==> config.mk <==
export PLATFORM = sky130hd
export DESIGN_NAME = instruction_fetch_unit_flat
export DESIGN_NICKNAME = d
export VERILOG_FILES = /design/src/rtl/instruction_fetch_unit_pkg.sv /design/src/rtl/instruction_fetch_unit_if.sv /design/src/rtl/instruction_fetch_unit_fetch_queue.sv /design/src/rtl/instruction_fetch_unit.sv /design/src/flat_wrapper.sv
export SDC_FILE = /design/constraint.sdc
export NUM_CORES = 1
export LEC_CHECK = 0
export CAP_MARGIN = 40
export CORE_UTILIZATION = 53
export CTS_CLUSTER_DIAMETER = 150
export CTS_CLUSTER_SIZE = 20
export DETAILED_ROUTE_END_ITERATION = 16
export PLACE_DENSITY_LB_ADDON = 0.15
export SLEW_MARGIN = 20
export SYNTH_ARGS = -nofsm -noshare
export SYNTH_HDL_FRONTEND = slang
export SYNTH_HIERARCHICAL = 1
export SYNTH_SLANG_ARGS = --single-unit
==> constraint.sdc <==
create_clock -name clk -period 6.8 [get_ports clk]
set_clock_uncertainty 0.15 [all_clocks]
set_input_delay 1.7 -clock clk [delete_from_list [all_inputs] [get_ports clk]]
set_output_delay 1.7 -clock clk [all_outputs]
set_load 0.02 [all_outputs]
==> src/rtl/instruction_fetch_unit_pkg.sv <==
// Shared types and constants for the instruction fetch front end.
// Holds the reset PC, the bubble instruction and the fetch FSM encoding.
package instruction_fetch_unit_pkg;

  localparam logic [31:0] RESET_PC  = 32'h0040_0000;
  localparam logic [31:0] NOP_INSTR = 32'h0000_0013;

  typedef enum logic [1:0] {
    IDLE = 2'd0,
    WAIT = 2'd1,
    DROP = 2'd2
  } fetch_state_e;

  typedef struct packed {
    logic [31:0] pc;
    logic [31:0] instr;
  } fetch_entry_t;

  function automatic logic [31:0] align_word(input logic [31:0] addr);
    return {addr[31:2], 2'b00};
  endfunction

endpackage

==> src/rtl/instruction_fetch_unit_if.sv <==
// Bus bundle between the fetch unit, instruction memory and decode.
// The master side is the fetch unit; the slave side is memory plus decode.
interface instruction_fetch_unit_if;

  logic        imem_req_o;
  logic [31:0] imem_addr_o;
  logic        imem_rvalid_i;
  logic [31:0] imem_rdata_i;
  logic        stall_i;
  logic        redirect_i;
  logic [31:0] redirect_pc_i;
  logic        if_valid_o;
  logic [31:0] if_instr_o;
  logic [31:0] if_pc_o;
  logic [31:0] if_pc_plus4_o;

  modport master (
    output imem_req_o, imem_addr_o, if_valid_o, if_instr_o, if_pc_o, if_pc_plus4_o,
    input  imem_rvalid_i, imem_rdata_i, stall_i, redirect_i, redirect_pc_i
  );

  modport slave (
    input  imem_req_o, imem_addr_o, if_valid_o, if_instr_o, if_pc_o, if_pc_plus4_o,
    output imem_rvalid_i, imem_rdata_i, stall_i, redirect_i, redirect_pc_i
  );

endinterface

==> src/rtl/instruction_fetch_unit_fetch_queue.sv <==
// Two-entry FIFO of {pc, instr} pairs between the memory response and decode.
// Flush wins over push and pop; pointers are single bits so they wrap at two.
module fetch_queue
  import instruction_fetch_unit_pkg::*;
(
  input  logic         clk,
  input  logic         reset,
  input  logic         push,
  input  logic         pop,
  input  logic         flush,
  input  fetch_entry_t wr_data,
  output logic [1:0]   count,
  output fetch_entry_t head
);

  fetch_entry_t entry_r [2];
  logic         wr_ptr_r;
  logic         rd_ptr_r;
  logic [1:0]   count_r;
  logic         pop_s;

  assign pop_s = pop & (count_r != 2'd0);

  // Storage, pointers and occupancy.
  always_ff @(posedge clk or posedge reset) begin
    if (reset) begin
      entry_r[0] <= '0;
      entry_r[1] <= '0;
      wr_ptr_r   <= 1'b0;
      rd_ptr_r   <= 1'b0;
      count_r    <= 2'd0;
    end else if (flush) begin
      wr_ptr_r <= 1'b0;
      rd_ptr_r <= 1'b0;
      count_r  <= 2'd0;
    end else begin
      if (push) begin
        entry_r[wr_ptr_r] <= wr_data;
        wr_ptr_r          <= ~wr_ptr_r;
      end
      if (pop_s) begin
        rd_ptr_r <= ~rd_ptr_r;
      end
      case ({push, pop_s})
        2'b10:   count_r <= count_r + 2'd1;
        2'b01:   count_r <= count_r - 2'd1;
        default: count_r <= count_r;
      endcase
    end
  end

  assign count = count_r;
  assign head  = entry_r[rd_ptr_r];

endmodule

==> src/rtl/instruction_fetch_unit.sv <==
// Fetch stage: owns the PC, issues one outstanding memory read at a time and
// hands buffered instructions to decode, honouring stall and redirect.
module instruction_fetch_unit
  import instruction_fetch_unit_pkg::*;
(
  input logic                      clk,
  input logic                      reset,
  instruction_fetch_unit_if.master bus
);

  fetch_state_e state_r;
  logic [31:0]  pc_r;
  logic [31:0]  last_pc_r;
  logic [31:0]  if_pc_s;
  logic [1:0]   count_s;
  fetch_entry_t head_s;
  fetch_entry_t push_entry_s;
  logic         if_valid_s;
  logic         push_s;
  logic         pop_s;
  logic         req_s;

  // Queue handshakes and request issue; a redirect suppresses issue so no stale
  // response can be mistaken for the target's word.
  always_comb begin
    if_valid_s   = (count_s != 2'd0);
    pop_s        = if_valid_s & ~bus.stall_i;
    push_s       = (state_r == WAIT) & bus.imem_rvalid_i & ~bus.redirect_i;
    req_s        = (state_r == IDLE) & (count_s <= 2'd1) & ~bus.redirect_i & ~reset;
    push_entry_s = '{pc: pc_r, instr: bus.imem_rdata_i};
    if (if_valid_s) begin
      if_pc_s = head_s.pc;
    end else begin
      if_pc_s = last_pc_r;
    end
  end

  fetch_queue u_queue (
    .clk     (clk),
    .reset   (reset),
    .push    (push_s),
    .pop     (pop_s),
    .flush   (bus.redirect_i),
    .wr_data (push_entry_s),
    .count   (count_s),
    .head    (head_s)
  );

  // Fetch FSM and PC register; redirect overrides every other transition.
  always_ff @(posedge clk or posedge reset) begin
    if (reset) begin
      pc_r    <= RESET_PC;
      state_r <= IDLE;
    end else if (bus.redirect_i) begin
      pc_r <= align_word(bus.redirect_pc_i);
      if ((state_r != IDLE) && !bus.imem_rvalid_i) begin
        state_r <= DROP;
      end else begin
        state_r <= IDLE;
      end
    end else begin
      case (state_r)
        IDLE: begin
          if (req_s) begin
            state_r <= WAIT;
          end
        end
        WAIT: begin
          if (bus.imem_rvalid_i) begin
            pc_r    <= pc_r + 32'd4;
            state_r <= IDLE;
          end
        end
        DROP: begin
          if (bus.imem_rvalid_i) begin
            state_r <= IDLE;
          end
        end
        default: state_r <= IDLE;
      endcase
    end
  end

  // Remember the last presented PC so the outputs hold it across bubbles.
  always_ff @(posedge clk or posedge reset) begin
    if (reset) begin
      last_pc_r <= 32'd0;
    end else if (if_valid_s) begin
      last_pc_r <= head_s.pc;
    end
  end

  assign bus.imem_req_o    = req_s;
  assign bus.imem_addr_o   = pc_r;
  assign bus.if_valid_o    = if_valid_s;
  assign bus.if_instr_o    = if_valid_s ? head_s.instr : NOP_INSTR;
  assign bus.if_pc_o       = if_pc_s;
  assign bus.if_pc_plus4_o = if_pc_s + 32'd4;

endmodule

==> src/flat_wrapper.sv <==
// flat-port wrapper written by rule: the top's interface ports become plain ports
module instruction_fetch_unit_flat import instruction_fetch_unit_pkg::*;
  (clk, reset, bus_imem_req_o, bus_imem_addr_o, bus_if_valid_o, bus_if_instr_o, bus_if_pc_o, bus_if_pc_plus4_o, bus_imem_rvalid_i, bus_imem_rdata_i, bus_stall_i, bus_redirect_i, bus_redirect_pc_i);
  instruction_fetch_unit_if bus_i ();
  input logic clk;
  input logic reset;
  output wire logic [$bits(bus_i.imem_req_o)-1:0] bus_imem_req_o;
  output wire logic [$bits(bus_i.imem_addr_o)-1:0] bus_imem_addr_o;
  output wire logic [$bits(bus_i.if_valid_o)-1:0] bus_if_valid_o;
  output wire logic [$bits(bus_i.if_instr_o)-1:0] bus_if_instr_o;
  output wire logic [$bits(bus_i.if_pc_o)-1:0] bus_if_pc_o;
  output wire logic [$bits(bus_i.if_pc_plus4_o)-1:0] bus_if_pc_plus4_o;
  input wire logic [$bits(bus_i.imem_rvalid_i)-1:0] bus_imem_rvalid_i;
  input wire logic [$bits(bus_i.imem_rdata_i)-1:0] bus_imem_rdata_i;
  input wire logic [$bits(bus_i.stall_i)-1:0] bus_stall_i;
  input wire logic [$bits(bus_i.redirect_i)-1:0] bus_redirect_i;
  input wire logic [$bits(bus_i.redirect_pc_i)-1:0] bus_redirect_pc_i;
  assign bus_imem_req_o = bus_i.imem_req_o;
  assign bus_imem_addr_o = bus_i.imem_addr_o;
  assign bus_if_valid_o = bus_i.if_valid_o;
  assign bus_if_instr_o = bus_i.if_instr_o;
  assign bus_if_pc_o = bus_i.if_pc_o;
  assign bus_if_pc_plus4_o = bus_i.if_pc_plus4_o;
  assign bus_i.imem_rvalid_i = bus_imem_rvalid_i;
  assign bus_i.imem_rdata_i = bus_imem_rdata_i;
  assign bus_i.stall_i = bus_stall_i;
  assign bus_i.redirect_i = bus_redirect_i;
  assign bus_i.redirect_pc_i = bus_redirect_pc_i;
  instruction_fetch_unit u_core (.clk(clk), .reset(reset), .bus(bus_i));
endmodule
* Word-level counts from Yosys, hierarchy flattened
Index checks and enable logic that the tools add are counted.
** Storage, ports and cells
- Flip-flop bits (word level) :: 198
- Bits in latches :: 0
- Bits in writable memories :: 0
- Bits in read-only memories :: 0
- Bits of input ports :: 69
- Output and inout bits :: 130
- Logic and storage cells :: 75
- Memories :: 0
** Operators by class
- Add/sub/neg operators :: 4
- Multiply operators :: 0
- Divide/modulo/power cells :: 0
- Magnitude comparators :: 4
- Eq/ne operators :: 6
- Shift-type cells :: 0
- Muxes and demuxes :: 22
- Bitwise logic cells :: 14
- Reduce and logical (&&, ||, !) cells :: 15
** Operators with widths (number)
- $mux W64 :: 4
- $mux W32 :: 5
- $bwmux W128 :: 1
- $add A32 B3 Y32 const B :: 2
- $demux W64 S1 :: 1
- $reduce_bool A2 Y1 :: 6
- $mux W2 :: 5
- $pmux W2 S2 :: 2
- $and A1 B1 Y1 :: 7
- $reduce_and A2 Y1 :: 3
- $not A1 Y1 :: 5
- $eq A2 B1 Y1 const B :: 2
- $eq A2 B2 Y1 const B :: 2
- $ge A2 B2 Y1 const B :: 2
- $mux W1 :: 4
- $not A1 Y2 :: 2
- $ne A3 B1 Y1 const B :: 1
- $ne A3 B3 Y1 const B :: 1
- $reduce_bool A3 Y1 :: 1
- $add A2 B1 Y2 const B :: 1
- $le A2 B1 Y1 const B :: 1
- $logic_and A1 B1 Y1 :: 2
- $logic_not A2 Y1 :: 1
- $lt A2 B1 Y1 const B :: 1
- 3 further kinds :: 3

* Longest topological paths before layout
Gate-level depths: netlist of the first run.
- Depth after elaboration :: 7
- Mapped depth :: 13
- Gate-level depth less buffers :: 8

* Cells and area by module
The synthesis of the first run kept the hierarchy.
** By module, submodules not included
- fetch_queue :: times used 1, cells an instance 364, area an instance 6064.6 um^2, sequential area each 3303.2 um^2
- instruction_fetch_unit :: times used 1, cells an instance 483, area an instance 4276.6 um^2, sequential area each 1602.8 um^2

* Least setup slack after synthesis of the first run
No wires, ideal clock.
- Path kind :: register -> output
- From :: reg u_core.u_queue.count_r[1] (netlist: u_core/u_queue/count[1])
- To :: out bus_if_pc_plus4_o[28]
- Arrival time :: 3223 ps
- Required time :: 4950 ps
- Path slack :: 1727 ps
- Cell stages (with the launch flop) :: 14
- Buffers on the path :: 5
- Path through :: dfrtp_1 -> buf_6 -> nor2_4 -> inv_2 -> buf_2 -> buf_2 -> clkbuf_1 -> clkbuf_1 -> nand2_1 -> nand2_1 -> ha_1 -> nand4_4 -> nor4b_4 -> xor2_1
** On the way
- Longest elaborated chain between the ends :: 3
** Ends and longest elaborated chain
- start, declared :: line instruction_fetch_unit_fetch_queue.sv:19 : logic [1:0] count_r;
- start signal, assigned :: line instruction_fetch_unit_fetch_queue.sv:45 : 2'b10: count_r <= count_r + 2'd1;
- start signal, assigned :: line instruction_fetch_unit_fetch_queue.sv:46 : 2'b01: count_r <= count_r - 2'd1;
- start signal, assigned :: line instruction_fetch_unit_fetch_queue.sv:47 : default: count_r <= count_r;
- $reduce_bool A2 Y1 :: line instruction_fetch_unit.sv:26 : if_valid_s = (count_s != 2'd0);
- via bus_if_valid_o :: line flat_wrapper.sv:9 : output wire logic [$bits(bus_i.if_valid_o)-1:0] bus_if_valid_o;
- $mux W32
- via bus_if_pc_o[3] :: line flat_wrapper.sv:11 : output wire logic [$bits(bus_i.if_pc_o)-1:0] bus_if_pc_o;
- $add A32 B3 Y32 :: line instruction_fetch_unit.sv:98 : assign bus.if_pc_plus4_o = if_pc_s + 32'd4;
- end, declared :: line flat_wrapper.sv:12 : output wire logic [$bits(bus_i.if_pc_plus4_o)-1:0] bus_if_pc_plus4_o;
The timed path passes the listed nets, and every way through them passes these cells.

* Worst setup path after layout of the first run
- From :: reg u_core.u_queue.count_r[1] (netlist: u_core/u_queue/count[1])
- To :: out bus_if_pc_plus4_o[16]
** On the way
- Longest elaborated chain between the ends :: 3
** Ends and longest elaborated chain (line)
- $reduce_bool A2 Y1 :: instruction_fetch_unit.sv:26
- $mux W32
- $add A32 B3 Y32 :: instruction_fetch_unit.sv:98
No other way between the ends.

==> results of run 1 <==
==> how the worst max path moves through the flow <==
stage	startpoint	endpoint	slack, ns
final	u_core/u_queue/count[1]	bus_if_pc_plus4_o[16]	1.08
after global routing	u_core/u_queue/count[1]	bus_if_pc_plus4_o[16]	0.87
after CTS	u_core/u_queue/rd_ptr_r	bus_if_pc_plus4_o[31]	0.98
after detailed placement	u_core/u_queue/rd_ptr_r	bus_if_pc_plus4_o[31]	1.45
after global placement	u_core/u_queue/count[0]	bus_if_pc_plus4_o[16]	1.46
after floorplan	reset	u_core/u_queue/count[0]	1.42
==> through the flow <==
| stage | util | std cells | instance area [sq um] |
|---|---|---|---|
| floorplan | - | 852 | 10400 |
| global placement | 0.652 | 1269 | 12300 |
| detailed placement | 0.653 | 1270 | 12300 |
| CTS | 0.682 | 1302 | 12900 |
| global route | 0.685 | 1304 | 12900 |
| finish | 0.685 | 1304 | 12900 |
==> sequential cells by signal, summed over array words and instances (netlist names) <==
signal                   flops
u_core/bus.imem_addr_o      30
u_core/u_queue/count         2
u_core/u_queue/rd_ptr_r      1
u_core/u_queue/entry_r     128
u_core/state_r               2
u_core/last_pc_r            32
u_core/u_queue/wr_ptr_r      1
==> cell type report <==
cell class              count  share of cell area
clock buffers              18              0.0332
clock inverters            14             0.00938
inverters                  20             0.00600
multi-input cells         585               0.384
flip-flops and latches    196               0.379
well taps                 260              0.0251
repair buffers            211               0.163
==> cell families after synthesis <==
kind of cell	after synthesis	synth area share
adder cells (fa/ha/maj)	4	0.00484
other	1	0.000363
AO/OA/AOI/OAI	73	0.0478
XOR/XNOR	56	0.0474
buffers and inverters	71	0.0474
flip-flops	196	0.474
AND/OR/NAND/NOR	237	0.129
multiplexers	209	0.248
==> synth_stat cells, types with 11 or more instances <==
library cell  number  share of area
nor2_1            14         0.0051
xor2_1            24          0.020
mux2_2           140           0.15
inv_1             19         0.0069
and2_1            31          0.019
nand2_1          104          0.038
nor3_1            16         0.0077
nand3_1           19         0.0092
buf_6             11          0.012
clkbuf_1          17         0.0062
xnor2_1           32          0.027
o211ai_1          15          0.011
mux2_4            60          0.087
dfrtp_1          195           0.47
o21ai_0           41          0.020
==> layer usage <==
metal  global-route usage  routed length (um)  share of wire
met2                0.386               11000           0.47
met3               0.0486                1090          0.046
met5                    0                   0              0
met1                0.339               11100           0.47
met4               0.0764                 349          0.015
==> report_power, final <==
group / switching [mW] / internal [mW] / leakage (nW)
Combinational: 0.547 / 0.589 / 3.01
Sequential: 0.143 / 1.39 / 2.61
Clock: 0.466 / 0.480 / 0.265
==> impl_metrics.csv, run 1 <==
group,metric,value,unit
outcome,status,"completed",
synth,async_reset_ff_frac,1.00,
floorplan,initial_core_util,0.547,
synth,synth_edf_count,0,
pwr,power,3.61,mW
final_layout,fillers,1454,
global_route,grt_pass1_wl,38.0,mm
drt,num_vias,7024,
worst_setup_path,crit_cells,10,
final_layout,final_cell_mix,"dfrtp_1 (194), clkdlybuf4s50_1 (193), mux2_2 (140)",
clock_network,cts_tree,"yes",
worst_setup_path,cp-end-kind,"output pin",
place,hpwl,16.2,mm
worst_setup_path,arrival,3.87,ns
sta,tightest_slew,0.709,ns
clock_network,htree_levels,4,
worst_setup_path,path_class,"flop to output pin",
floorplan,ios,199,
final_layout,area_growth,25.1,%
global_route,gr-total-overflow,0,
worst_setup_path,worst_r2r_path_depth,7,
sta,fmax,0.175,GHz
worst_setup_path,crit_slowest_cell,"dfrtp_1",
worst_setup_path,path_buf_inv,3,
synth,synthFlopType,"dfrtp_1",
global_route,grt_max_degree,69,
worst_setup_path,crit_path_max_incr_delay,0.70,ns
synth,netlist_instances,847,
sta,setup_ws,1.08,ns
clock_network,ctsHoldBuffers,0,
floorplan,core,0.0189,sq mm
synth,ys_types,64,
worst_setup_path,timing.rr.start,"u_core/state_r[1]",
clock_network,clkSinkCount,196,
sta,rsz0062_at_grt,"false",
worst_hold_path,holdPathStages,1,
pwr,power_density,279,mW/mm^2
synth,syn_area,0.0103,sq mm
drt,wl_per_cell,18.0,um
worst_setup_path,cp_top_family,"buffers and inverters",
worst_setup_path,rrSetupSlack,3.67,ns
place,port_buffers,194,
final_layout,drive_gt1_frac,0.268,
floorplan,rows,50,
final_layout,seq_area,0.00491,sq mm
place,place_ws,1.45,ns
drt,wirelength,23.5,mm
worst_setup_path,reg2reg_to,"u_core/u_queue/entry_r[31]",
pwr,leakagePower,5.88,nW
sta,setup_viol,0,
synth,yosysSeqAreaShare,0.474,
worst_setup_path,required,4.95,ns
final_layout,nNetsFinal,1104,
clock_network,cts_buffers,17,
synth,ys_ff_latch,196,
worst_hold_path,hold_path_end,"u_core/u_queue/entry_r[75]",
sta,period_needed,5.72,ns
worst_setup_path,cpMostUsedCell,"nand2_1",
sta,final_max_slew_viol_count,0,
sta,slew_headroom,0.528,
clock_network,cts_buffer_depth,2,
global_route,grt_pass1_vias,7016,
clock_network,cts_resized,0,
place,routabilityCongestion,0.782,
run,cap_violations,0,
sta,fin_crit_sh,0.842,
final_layout,antennaDiodeCount,0,
synth,synth_warnings,6,
final_layout,layout_commonest_cell,"dfrtp_1",
drt,drtAntennaViolNets,0,
global_route,antenna_found_initial,0,
floorplan,fp.dieW,142,um
worst_setup_path,crit_path_start_kind,"flop",
worst_setup_path,crit_path_max_fanout,18,
sta,whs,0.356,ns
clock_network,clock_latency,0.43,ns
drt,drt_iter0_markers,258,
clock_network,cts_post_setup_buffers_inserted,0,
drt,dr.pass1.iters,4,
synth,synth_area_per_cell,12.2,sq um
drt,drc_errors,0,
sta,hold_viol,0,
worst_setup_path,path_cells,"buf_4 -> nor2_4 -> inv_2 -> nand2_1 -> nand2_1 -> ha_1 -> nand4_4 -> nor3_1 -> xor2_1 -> clkdlybuf4s50_1",
drt,viasPerCell,5.39,
final_layout,multi_input_area,0.00497,sq mm
clock_network,cts_root_buf,"clkbuf_16",
floorplan,dieArea,0.0201,sq mm
floorplan,die-height,142,um
global_route,track_usage,0.244,
pwr,ir_drop,0.175,mV
clock_network,path_clk_slew,0.07,ns
worst_hold_path,min_path_type,"flop to flop",
worst_hold_path,hp-start,"u_core/u_queue/entry_r[75]",
sta,tns,0,ns
(Power assumes the default switching activity.)
==> inputs of run 2 (changes only) <==
- CORE_UTILIZATION: 53 -> 48
- clock period: 6.8 -> 4.9 ns (I/O delays scaled with it)
==> impl_metrics.csv, run 2 (synthesized netlist as in run 1, its figures left out) <==
group,metric,value,unit
floorplan,initial_core_util,0.490,
global_route,grt_pass1_vias,7238,
place,dp_cells,1289,
floorplan,rows,53,
drt,wl_per_cell,18.4,um
floorplan,dieArea,0.0221,sq mm
final_layout,drive_gt1_frac,0.276,
pwr,ir_drop,0.209,mV
worst_hold_path,hp-start,"u_core/last_pc_r[0]",
final_layout,largest_reg_flops,128,
pwr,power_density,390,mW/mm^2
run,cap_violations,0,
drt,drt_iter0_markers,439,
worst_setup_path,crit_path_start_kind,"flop",
global_route,grtUsageMet2,0.371,
final_layout,antennaDiodeCount,0,
drt,wirelength,24.3,mm
floorplan,ios,199,
floorplan,die-height,149,um
pwr,leakagePower,6.03,nW
place,hpwl,16.5,mm
final_layout,regMostFlops,"u_core/u_queue/entry_r",
place,routabilityCongestion,0.810,
final_layout,layout_commonest_cell,"dfrtp_1",
drt,dr.pass1.iters,5,
sta,whs,0.337,ns
sta,period_needed,4.77,ns
global_route,antenna_found_initial,0,
worst_setup_path,crit_path_max_fanout,12,
sta,fin_crit_sh,0.973,
global_route,grt_use_met1,0.310,
sta,hold_viol,0,
drt,drtAntennaViolNets,0,
outcome,status,"completed",
global_route,met3_usage,0.0505,
clock_network,clock_latency,0.43,ns
final_layout,final_cell_mix,"dfrtp_1 (193), clkdlybuf4s50_1 (186), mux2_2 (140)",
worst_setup_path,setup.worst_path.start,"u_core/u_queue/rd_ptr_r",
drt,num_vias,7010,
final_layout,nNetsFinal,1108,
final_layout,fin_util,0.621,
sta,rsz0062_at_grt,"false",
clock_network,cts_root_buf,"clkbuf_16",
worst_setup_path,arrival,3.39,ns
sta,setup_viol,0,
clock_network,clkSinkCount,196,
clock_network,cts_buffer_depth,2,
worst_setup_path,cp-end-kind,"output pin",
clock_network,cts_buffers,17,
final_layout,fillers,1747,
worst_setup_path,timing.rr.start,"u_core/state_r[1]",
global_route,gr-total-overflow,0,
sta,final_max_slew_viol_count,0,
final_layout,fin_cells,1323,
global_route,grt_max_degree,69,
worst_setup_path,required,3.52,ns
clock_network,cts_tree,"yes",
clock_network,path_clk_slew,0.07,ns
floorplan,fp.dieW,149,um
final_layout,area_growth,26.6,%
global_route,grt.busiest_layer,"met2",
drt,drc_errors,0,
pwr,power,5.11,mW
worst_hold_path,min_path_type,"flop to flop",
place,port_buffers,194,
sta,fmax,0.210,GHz
worst_setup_path,path_class,"flop to output pin",
sta,slew_headroom,0.549,
clock_network,htree_levels,4,
sta,tightest_slew,0.675,ns
clock_network,ctsHoldBuffers,0,
global_route,grt_pass1_wl,38.9,mm
sta,tns,0,ns
global_route,track_usage,0.228,
drt,viasPerCell,5.30,
floorplan,core,0.0211,sq mm
-- run 2: area by class of cell --
cell class                      instances  area (sq um)  share of cell area
Tap cell                              275           344              0.0263
Multi-Input combinational cell        585          5000               0.382
Clock buffer                           17           425              0.0325
Timing Repair Buffer                  215          2170               0.166
Inverter                               20          78.8             0.00602
Clock inverter                         15           165              0.0126
Sequential cell                       196          4910               0.375
-- run 2: critical path, cell delays in order, from the launching register on --
cell and delay, ns:
dfrtp_4 0.59, buf_4 0.20, mux2_2 0.26, o211ai_1 0.15, a22oi_4 0.32, nand4_4 0.27, nor3_2 0.35, xor2_1 0.19
clkdlybuf4s50_1 0.63
-- run 2: path summary, 6_finish.rpt --
| check | end | slack, ns | cells after the start |
|---|---|---|---|
| max in group asynchronous | u_core/bus.imem_addr_o[22] | 2.71 | 3 |
| worst max register to register | u_core/u_queue/entry_r[85] | 2.39 | 9 |
| worst min-delay path | u_core/last_pc_r[0] | 0.34 | 2 |
| worst max-delay path | bus_if_pc_plus4_o[16] | 0.13 | 8 |
| worst min register to register | u_core/last_pc_r[0] | 0.34 | 2 |
| min in group asynchronous | u_core/u_queue/entry_r[35] | 1.09 | 2 |
-- run 2: through the flow --
stage | setup WS, ns | cell area [sq um]
after floorplan | 0.302 | 10400
after global placement | 0.444 | 12400
after detailed placement | 0.463 | 12400
after CTS | 0.00501 | 13000
after global routing | 0.0119 | 13100
final | 0.133 | 13100
-- run 2: routing by layer --
metal	share of wire	wire length (um)	vias up
met5	0	0	-
met4	0.0067	163	0
met3	0.049	1200	13
met2	0.48	11600	176
met1	0.47	11300	3501
li1	-	-	3320
-- run 2: timing repair --
item / 4_1_cts / 5_1_grt
buffers inserted: 0 / 2
pin swaps: 0 / 3
resized for setup: 3 / 11
endpoints found under the setup margin: 2 / 8
cloned: 0 / 0
-- run 2: power breakdown --
part	switching, mW	internal (mW)
logic	0.772	0.817
clock network	0.669	0.726
registers	0.200	1.93
